--- src/rtl/lsu_mem_initiator.sv ---
// Load/store initiator: one request at a time onto a word-addressed RAM without byte enables.
// Optional macro LSU_MISALIGN_TRAP_EN turns misaligned H/W accesses into errors instead of forcing alignment.
module lsu_mem_initiator #(
  parameter int ADDR_WIDTH     = 32,
  parameter int MEM_ADDR_WIDTH = 10,
  parameter int DATA_WIDTH     = 32
) (
  input  logic                      clk,
  input  logic                      rst,
  input  logic                      req_valid,
  output logic                      req_ready,
  input  logic                      req_we,
  input  logic [2:0]                req_funct3,
  input  logic [ADDR_WIDTH-1:0]     req_addr,
  input  logic [DATA_WIDTH-1:0]     req_wdata,
  output logic                      resp_valid,
  output logic [DATA_WIDTH-1:0]     resp_rdata,
  output logic                      resp_err,
  output logic [MEM_ADDR_WIDTH-1:0] mem_addr,
  output logic [DATA_WIDTH-1:0]     mem_wdata,
  output logic                      mem_read_en,
  output logic                      mem_write_en,
  input  logic [DATA_WIDTH-1:0]     mem_rdata,
  output logic [2:0]                dbg_state
);

  // Handshake: a request transfers on a rising edge with req_valid && req_ready;
  // resp_valid is a single-cycle pulse with no backpressure.
  typedef enum logic [2:0] {IDLE, RD_ISSUE, RD_CAPTURE, WR, DONE} state_t;

  state_t                    state_q;
  logic                      req_ready_q, resp_valid_q, resp_err_q;
  logic                      mem_read_en_q, mem_write_en_q;
  logic [DATA_WIDTH-1:0]     resp_rdata_q, mem_wdata_q;
  logic [MEM_ADDR_WIDTH-1:0] mem_addr_q;
  logic                      we_q;
  logic [2:0]                f3_q;
  logic [1:0]                off_q;
  logic [15:0]               wdata_q;

  logic [1:0]                off_d;
  logic                      illegal_d, misalign_d, err_d;
  logic [DATA_WIDTH-1:0]     shifted, load_ext, merged;
  logic                      unused_addr_bits;

  assign unused_addr_bits = ^req_addr[ADDR_WIDTH-1:MEM_ADDR_WIDTH+2];

  always_comb begin
    off_d      = 2'b00;
    misalign_d = 1'b0;
    case (req_funct3[1:0])
      2'b00: off_d = req_addr[1:0];
      2'b01: begin
        off_d      = {req_addr[1], 1'b0};
        misalign_d = req_addr[0];
      end
      default: misalign_d = (req_addr[1:0] != 2'b00);
    endcase
    illegal_d = (req_funct3 == 3'b011) || (req_funct3[2:1] == 2'b11) ||
                (req_we && req_funct3[2]);
`ifdef LSU_MISALIGN_TRAP_EN
    err_d = illegal_d || misalign_d;
`else
    err_d = illegal_d;
`endif
  end

  // Lane extract for loads and lane merge for SB/SH, both off the returning RAM word.
  always_comb begin
    shifted  = mem_rdata >> {off_q, 3'b000};
    load_ext = shifted;
    merged   = mem_rdata;
    case (f3_q[1:0])
      2'b00: begin
        load_ext = {{(DATA_WIDTH-8){~f3_q[2] & shifted[7]}}, shifted[7:0]};
        merged[{off_q, 3'b000} +: 8] = wdata_q[7:0];
      end
      2'b01: begin
        load_ext = {{(DATA_WIDTH-16){~f3_q[2] & shifted[15]}}, shifted[15:0]};
        merged[{off_q[1], 4'b0000} +: 16] = wdata_q;
      end
      default: ;
    endcase
  end

  always_ff @(posedge clk) begin
    if (rst) begin
      state_q        <= IDLE;
      req_ready_q    <= 1'b1;
      resp_valid_q   <= 1'b0;
      resp_err_q     <= 1'b0;
      resp_rdata_q   <= '0;
      mem_read_en_q  <= 1'b0;
      mem_write_en_q <= 1'b0;
      mem_addr_q     <= '0;
      mem_wdata_q    <= '0;
      we_q           <= 1'b0;
      f3_q           <= 3'b000;
      off_q          <= 2'b00;
      wdata_q        <= '0;
    end else begin
      case (state_q)
        IDLE: if (req_valid) begin
          we_q        <= req_we;
          f3_q        <= req_funct3;
          off_q       <= off_d;
          wdata_q     <= req_wdata[15:0];
          mem_addr_q  <= req_addr[MEM_ADDR_WIDTH+1:2];
          req_ready_q <= 1'b0;
          if (err_d) begin
            state_q      <= DONE;
            resp_valid_q <= 1'b1;
            resp_err_q   <= 1'b1;
            resp_rdata_q <= '0;
          end else if (req_we && req_funct3[1:0] == 2'b10) begin
            state_q        <= WR;
            mem_write_en_q <= 1'b1;
            mem_wdata_q    <= req_wdata;
          end else begin
            state_q       <= RD_ISSUE;
            mem_read_en_q <= 1'b1;
          end
        end
        RD_ISSUE: begin
          mem_read_en_q <= 1'b0;
          state_q       <= RD_CAPTURE;
        end
        RD_CAPTURE: begin
          if (we_q) begin
            mem_wdata_q    <= merged;
            mem_write_en_q <= 1'b1;
            state_q        <= WR;
          end else begin
            resp_rdata_q <= load_ext;
            resp_valid_q <= 1'b1;
            state_q      <= DONE;
          end
        end
        WR: begin
          mem_write_en_q <= 1'b0;
          resp_valid_q   <= 1'b1;
          resp_rdata_q   <= '0;
          state_q        <= DONE;
        end
        DONE: begin
          resp_valid_q <= 1'b0;
          resp_err_q   <= 1'b0;
          resp_rdata_q <= '0;
          req_ready_q  <= 1'b1;
          state_q      <= IDLE;
        end
        default: begin
          state_q     <= IDLE;
          req_ready_q <= 1'b1;
        end
      endcase
    end
  end

  assign req_ready    = req_ready_q;
  assign resp_valid   = resp_valid_q;
  assign resp_rdata   = resp_rdata_q;
  assign resp_err     = resp_err_q;
  assign mem_addr     = mem_addr_q;
  assign mem_wdata    = mem_wdata_q;
  assign mem_read_en  = mem_read_en_q;
  assign mem_write_en = mem_write_en_q;
  assign dbg_state    = state_q;

endmodule
--- config.mk ---
export PLATFORM = sky130hd
export DESIGN_NAME = lsu_mem_initiator
export DESIGN_NICKNAME = d
export VERILOG_FILES = /design/src/rtl/lsu_mem_initiator.sv
export SDC_FILE = /design/constraint.sdc
export NUM_CORES = 1
export LEC_CHECK = 0
export ABC_AREA = 0
export ABC_CLOCK_PERIOD_IN_PS = 5350
export CAP_MARGIN = 40
export CORE_MARGIN = 1.5
export CORE_UTILIZATION = 35
export CTS_CLUSTER_DIAMETER = 80
export DETAILED_ROUTE_END_ITERATION = 12
export SYNTH_ARGS = -nofsm -noshare
export SYNTH_HDL_FRONTEND = slang
export SYNTH_SLANG_ARGS = --single-unit
--- constraint.sdc ---
create_clock -name clk -period 5.35 [get_ports clk]
set_input_delay 0.535 -clock clk [delete_from_list [all_inputs] [get_ports clk]]
set_output_delay 0.535 -clock clk [all_outputs]
set_load 0.02 [all_outputs]
==> results of run 1 <==
==> per-stage QoR <==
stage          setup slack, ns  utilization [%]  hold slack, ns  total power [mW]
3_3_place_gp              2.36             47.2           0.442              1.32
5_1_grt                   2.55             49.4           0.476              2.09
3_5_place_dp              2.33             47.4           0.450              1.33
4_1_cts                   2.69             49.4           0.458              2.01
6_report                  2.70             49.4           0.456              2.00
2_1_floorplan             3.18                -           0.450              1.13
==> synth_stat cells, types with 3 or more instances <==
cell | number | area, µm²
nand2b_1 | 29 | 181
buf_2 | 24 | 120
buf_4 | 7 | 52.6
a21oi_1 | 76 | 380
nand2_1 | 82 | 308
nand3_1 | 11 | 55.1
dfxtp_1 | 104 | 2080
nor2_1 | 14 | 52.6
nor2b_1 | 9 | 56.3
o2bb2ai_1 | 15 | 131
a221o_1 | 16 | 160
o2111ai_1 | 15 | 131
buf_1 | 5 | 18.8
or2b_1 | 5 | 37.5
nand3b_1 | 3 | 22.5
mux2i_1 | 24 | 240
a32o_1 | 39 | 390
clkbuf_1 | 21 | 78.8
o21ai_0 | 18 | 90.1
inv_1 | 11 | 41.3
nand4_1 | 9 | 56.3
ha_1 | 5 | 62.6
a211o_1 | 9 | 78.8
nor3b_1 | 23 | 173
a21o_1 | 3 | 22.5
buf_6 | 3 | 33.8
o221ai_1 | 8 | 70.1
==> worst register-to-register path: stages (launching register included) <==
cell,delay [ns]
dfxtp_1,0.33
clkinv_1,0.34
ha_1,0.39
nor4_4,0.53
nand4_4,0.23
o221ai_1,0.35
a32o_1,0.21
==> routing by layer <==
| layer | share of wire, % | vias to the layer above |
|---|---|---|
| li1 | - | 2629 |
| met1 | 45 | 2664 |
| met2 | 45 | 237 |
| met3 | 7.7 | 26 |
| met4 | 2.1 | 0 |
| met5 | 0 | - |
==> registers in the layout, indices dropped and copies added, names as in the netlist, 2 cells and up <==
name,cells
dbg_state,3
f3_q,3
mem_addr,10
mem_wdata,32
off_q,2
resp_rdata,32
wdata_q,16
==> layout make-up <==
| class | instances | area share, % |
|---|---|---|
| multi-input cells | 452 | 41.3 |
| repair buffers | 177 | 23.1 |
| well taps | 211 | 3.48 |
| clock buffers | 10 | 3.15 |
| flip-flops and latches | 104 | 27.4 |
| inverters | 13 | 0.643 |
| clock inverters | 6 | 0.873 |
==> final timing paths <==
check,from,end,slack (ns),cells after the start
setup reg to reg,off_q[1],mem_wdata[15],2.91,6
hold / removal,mem_addr[3],mem_addr[3],0.46,2
setup / recovery,req_valid,mem_wdata[27],2.70,7
hold reg to reg,mem_addr[3],mem_addr[3],0.46,2
==> kinds of logic after synthesis <==
logic type	synth area share [%]
AOI/OAI and AO/OA	29.0
and+or+nand+nor	21.5
DFF	37.4
buffers and inverters	6.33
muxes	4.71
adders and majority gates	1.12
==> report_power, final <==
part           leakage [nW]  switching, mW  internal, mW
logic                  1.68          0.257         0.201
registers             0.846         0.0429         0.814
clock network         0.153          0.306         0.378
total                  2.68          0.606          1.39
==> cell usage in the layout, fill, tap and decap left out, drive strengths merged, types with 8 or more instances in the layout <==
cell / netlist / final
a211o: 9 / 9
a21oi: 76 / 76
a221o: 16 / 16
a32o: 39 / 39
buf: 39 / 13
clkbuf: 21 / 10
clkdlybuf4s50: 0 / 164
dfxtp: 104 / 104
inv: 12 / 14
mux2i: 24 / 24
nand2: 83 / 83
nand2b: 29 / 29
nand3: 11 / 11
nand4: 11 / 11
nor2: 16 / 16
nor2b: 9 / 9
nor3b: 26 / 26
o2111ai: 15 / 15
o21ai: 18 / 18
o221ai: 8 / 8
o2bb2ai: 15 / 15
==> metrics.md, run 1 <==
| Metric | Value |
|---|---|
| Multi-input logic area | `3140 µm²` |
| Placed Area | `7290 µm²` |
| CTS root buffer | `clkbuf_16` |
| Fill count | `1484` |
| Total number of vias | `5556` |
| CTS Buf Count | `9` |
| Yosys warns | `0` |
| Slew Limit Headroom | `38.5%` |
| Unrepaired setup endpoints after global routing | `false` |
| Static Leak | `2.68 nW` |
| DRT Wirelength | `19.6 mm` |
| Clk slew on worst S/H paths | `0.07 ns` |
| Net Count, Synth | `737` |
| Share of cells above drive strength 1 | `6.30%` |
| Design Area, Final | `7590 µm²` |
| Clk_skew | `0.00717 ns` |
| Std cell rows | `45` |
| Crit Path Category | `input port to flop` |
| Dominant synthesized flop cell | `dfxtp_1` |
| CTS sink cnt | `104` |
| Initial core utilization | `36.3%` |
| Worst hold path type | `flop to flop` |
| Core Area | `15400 µm²` |
| Grt ovf | `0` |
| Die area | `16700 µm²` |
| Setup tns final | `0 ns` |
| Skew-Pair Late Insertion Delay | `0.36 ns` |
| Cell family with most CP delay | `buffers and inverters` |
| Endpoints failing hold | `0` |
| Nets | `865` |
| Synth Area per Inst | `8.86 µm²` |
| Crit-path cells | `clkdlybuf4s50_1 > or3b_1 > nor2_2 > buf_4 > a221oi_2 > buf_4 > a32o_1` |
| Power Dens Cells | `263 nW/µm²` |
| GRT Overall Usage | `23.4%` |
| Grt met2 use | `36.0%` |
| Post-synthesis sequential area ratio | `37.4%` |
| Number of global-route vias before repair | `5412` |
| Initial antenna violation count | `0` |
| Post-DP HPWL | `14.3 mm` |
| Chip Height | `129 µm` |
| Critical Path AT | `2.90 ns` |
| Post-Synthesis Cells | `629` |
| Crit-path slowest cell | `clkdlybuf4s50_1` |
| Die X | `129 µm` |
| CP Max Fanout | `32` |
| CTS Hold Bufs | `0` |
| Setup bufs post-CTS | `0` |
| Syn Std Cell Area | `5570 µm²` |
| Area grow syn2layout | `36.3%` |
| Vias per inst | `5.71` |
| First-pass GRT wire length | `29.9 mm` |
| Crit path required time | `5.59 ns` |
| Period utilisation layout | `49.6%` |
| Async set or reset register ratio after synthesis | `0%` |
| Register area | `2080 µm²` |
| VDD IR max | `197 µV` |
| Worst setup SP type | `input port` |
| Crit end category | `flop` |
| Min cycle time layout | `2.65 ns` |
| Initial drt markers | `422` |
| IO buf count | `164` |
| Largest net degree at the start of global routing | `50` |
| Placed Instances | `957` |
| Max Freq | `377 MHz` |
| Post-route antenna net violation count | `0` |
| Longest Clk Path Bufs | `2` |
| Worst slew pin tran | `0.915 ns` |
| CTS tree | `yes` |
| Diode count | `0` |
| Max-cap violation count | `0` |
| Post-cts sizing count | `0` |
| Yosys cell types | `61` |
| GR Util met1 | `32.3%` |
| M3 GR Usage | `5.41%` |
| 1st-pass router iterations | `8` |
| Outcome | `finished, final reports clean` |
| Synth Register Bits | `104` |
| Worst Path Buf+Inv | `3` |
| Fin cells | `973` |
| H-tree levels | `3` |
| Gr busiest metal | `met2` |
| Number of setup violations in the final report | `0` |
| Gpl congestion | `0.850` |
| Critical path's largest stage delay | `0.57 ns` |
| Drt drc | `0` |
| IO Pins | `185` |
| Cell repeated most along the worst path | `buf_4` |
| Pins Over Slew Limit | `0` |
| DR WL/cell | `20.2 µm` |
| Number of flops mapped to enable cells by yosys | `0` |
Note: power is estimated with default switching activity, not from simulation.
==> run 2, diff against run 1 <==
Settings changed: ABC_CLOCK_PERIOD_IN_PS 5350 to 2600.
Clock period 5.35 ns to 2.6 ns, I/O delays scaled along.
==> run 2 against run 1 <==
Compared with the run above:
- final area is 0.97% higher
- global-route usage is 0.24 points higher
- count of clock-buffer cells in the layout stayed put
- final cell count is 1.1% higher
- non-clock buffer count is 11 higher
- largest power group unchanged
- register-to-register slack worse by 2.5 ns
- total power is 110% higher
==> metrics.md, run 2 (synthesized netlist as in run 1, its figures left out) <==
| Metric | Value |
|---|---|
| Crit path required time | `2.85 ns (was 5.59 ns)` |
| IO buf count | `164 (unchanged)` |
| Seq pwr share | `42.5% (was 42.9%)` |
| VDD IR max | `396 µV (was 197 µV)` |
| Outcome | `finished, final reports clean (unchanged)` |
| Crit Path Category | `flop to flop (was input port to flop)` |
| Post-route antenna net violation count | `0 (unchanged)` |
| CTS Buf Count | `9 (unchanged)` |
| Fill count | `1449 (was 1484)` |
| IO Pins | `185 (unchanged)` |
| DRT Wirelength | `19.7 mm (was 19.6 mm)` |
| Worst slew pin tran | `0.617 ns (was 0.915 ns)` |
| Worst r2r src | `off_q[0] (was off_q[1])` |
| Min cycle time layout | `2.15 ns` |
| Pre-CTS WS | `0.467 ns (was 2.33 ns)` |
| Crit end category | `flop (unchanged)` |
| CP Max Fanout | `14 (was 32)` |
| Share of cells above drive strength 1 | `7.63% (was 6.30%)` |
| Period utilisation layout | `82.8%` |
| Net Sw Power | `1.27 mW (was 606 µW)` |
| Unrepaired setup endpoints after global routing | `false (unchanged)` |
| Slew Limit Headroom | `58.9% (was 38.5%)` |
| Clk_skew | `0.00629 ns (was 0.00717 ns)` |
| Post-cts sizing count | `0 (unchanged)` |
| Initial core utilization | `36.3% (unchanged)` |
| 1st-pass router iterations | `5 (was 8)` |
| GR Util met1 | `33.2% (was 32.3%)` |
| Chip Height | `129 µm (unchanged)` |
| Most frequent cells in the layout | `164 x clkdlybuf4s50_1, 103 x dfxtp_1, 82 x nand2_1, 76 x a21oi_1, 39 x a32o_1 (unchanged)` |
| Number of global-route vias before repair | `5339 (was 5412)` |
| Critical path's largest stage delay | `0.52 ns (was 0.57 ns)` |
| HP Start | `req_addr[7] (was mem_addr[3])` |
| Placed Area | `7360 µm² (was 7290 µm²)` |
| Gr busiest metal | `met2 (unchanged)` |
| Die X | `129 µm (unchanged)` |
| P_int | `2.88 mW (was 1.39 mW)` |
| Vias per inst | `5.69 (was 5.71)` |
| Largest net degree at the start of global routing | `50 (unchanged)` |
| CTS sink cnt | `104 (unchanged)` |
| M3 GR Usage | `4.00% (was 5.41%)` |
| CP startpoint | `off_q[0] (was req_valid)` |
| Power Dens Cells | `542 nW/µm² (was 263 nW/µm²)` |
| Switching portion of total power | `30.6% (was 30.3%)` |
| Initial drt markers | `369 (was 422)` |
| Clk slew on worst S/H paths | `0.07 ns (about the same)` |
| Setup bufs post-CTS | `0 (unchanged)` |
| Skew-Pair Late Insertion Delay | `0.36 ns (about the same)` |
| DR WL/cell | `20.1 µm (was 20.2 µm)` |
| Power, Total | `4.15 mW (was 2.00 mW)` |
| Clock power frac | `34.7% (was 34.2%)` |
| Drt drc | `0 (unchanged)` |
| Crit-path cells | `inv_2 > ha_1 > inv_1 > a41o_1 > a221o_1 > a32o_1 (was clkdlybuf4s50_1 > or3b_1 > nor2_2 > buf_4 > a221oi_2 > buf_4 > a32o_1)` |
| First-pass GRT wire length | `30.3 mm (was 29.9 mm)` |
| Std cell rows | `45 (unchanged)` |
| Number of setup violations in the final report | `0 (unchanged)` |
| Setup tns final | `0 ns (unchanged)` |
| CTS tree | `yes (unchanged)` |
| CTS Hold Bufs | `0 (unchanged)` |
| Worst setup SP type | `flop (was input port)` |
| Area grow syn2layout | `37.6% (was 36.3%)` |
| Fin cells | `984 (was 973)` |
| Gpl congestion | `0.861 (was 0.850)` |
| Grt met2 use | `37.7% (was 36.0%)` |
| Nets | `876 (was 865)` |
| Post-DP HPWL | `14.7 mm (was 14.3 mm)` |
| Initial antenna violation count | `0 (unchanged)` |
| Static Leak | `2.73 nW (was 2.68 nW)` |
| Die area | `16700 µm² (unchanged)` |
| CTS root buffer | `clkbuf_16 (unchanged)` |
| Design Area, Final | `7670 µm² (was 7590 µm²)` |
| Grt ovf | `0 (unchanged)` |
| Critical Path AT | `2.40 ns (was 2.90 ns)` |
| GRT Overall Usage | `23.7% (was 23.4%)` |
| Pins Over Slew Limit | `0 (unchanged)` |
| Most common cell after layout, fill and taps aside | `clkdlybuf4s50_1 (unchanged)` |
| Max Freq | `465 MHz` |
| Gate power share | `22.8% (was 22.9%)` |
| Longest Clk Path Bufs | `2 (unchanged)` |
| Worst Slack Setup Final | `0.448 ns (was 2.70 ns)` |
| Placed Instances | `968 (was 957)` |
| Worst hold path type | `input port to flop (was flop to flop)` |
| Diode count | `0 (unchanged)` |
| H-tree levels | `3 (unchanged)` |
| Max-cap violation count | `0 (unchanged)` |
| Endpoints failing hold | `0 (unchanged)` |
| Total number of vias | `5595 (was 5556)` |
| Core Area | `15400 µm² (unchanged)` |
| Crit-path slowest cell | `dfxtp_2 (was clkdlybuf4s50_1)` |
## run 2: path summary, 6_finish.rpt
kind	to	slack, ns	cells after the start
max reg2reg	mem_wdata[5]	0.45	6
max	mem_wdata[5]	0.45	6
min reg2reg	mem_addr[7]	0.46	2
min	mem_addr[5]	0.44	3
## run 2: power groups by stage
stage | sequential [mW] | combinational [mW] | clock [mW]
global route | 1.78 | 1.02 | 1.53
CTS | 1.77 | 0.946 | 1.47
finish | 1.77 | 0.947 | 1.44
global placement | 1.80 | 0.926 | 0
detailed placement | 1.80 | 0.942 | 0
floorplan | 1.83 | 0.488 | 0
## run 2: layout make-up
class                   count  area (µm²)  area share (%)
multi-input cells         452        3140            40.9
flip-flops and latches    104        2080            27.2
repair buffers            188        1820            23.8
well taps                 211         264            3.44
clock buffers              10         239            3.12
clock inverters             6        72.6           0.946
inverters                  13        48.8           0.636
## run 2: critical path: cells and delay by family (launching register included)
family / cells / cell delay (ns)
flip-flops: 1 / 0.52
buffers and inverters: 2 / 0.17
AO/OA/AOI/OAI: 3 / 0.95
adder cells (fa/ha/maj): 1 / 0.40
## run 2: layer usage
| layer | wire length (µm) | share of wire, % |
|---|---|---|
| met5 | 0 | 0 |
| met4 | 347 | 1.8 |
| met3 | 1230 | 6.2 |
| met2 | 8830 | 45 |
| met1 | 9340 | 47 |
## run 2: through the flow
| step | utilization [%] | hold WS, ns |
|---|---|---|
| floorplan | - | 0.396 |
| global placement | 47.9 | 0.441 |
| detailed placement | 47.9 | 0.453 |
| CTS | 49.9 | 0.431 |
| global route | 49.9 | 0.438 |
| finish | 49.9 | 0.445 |
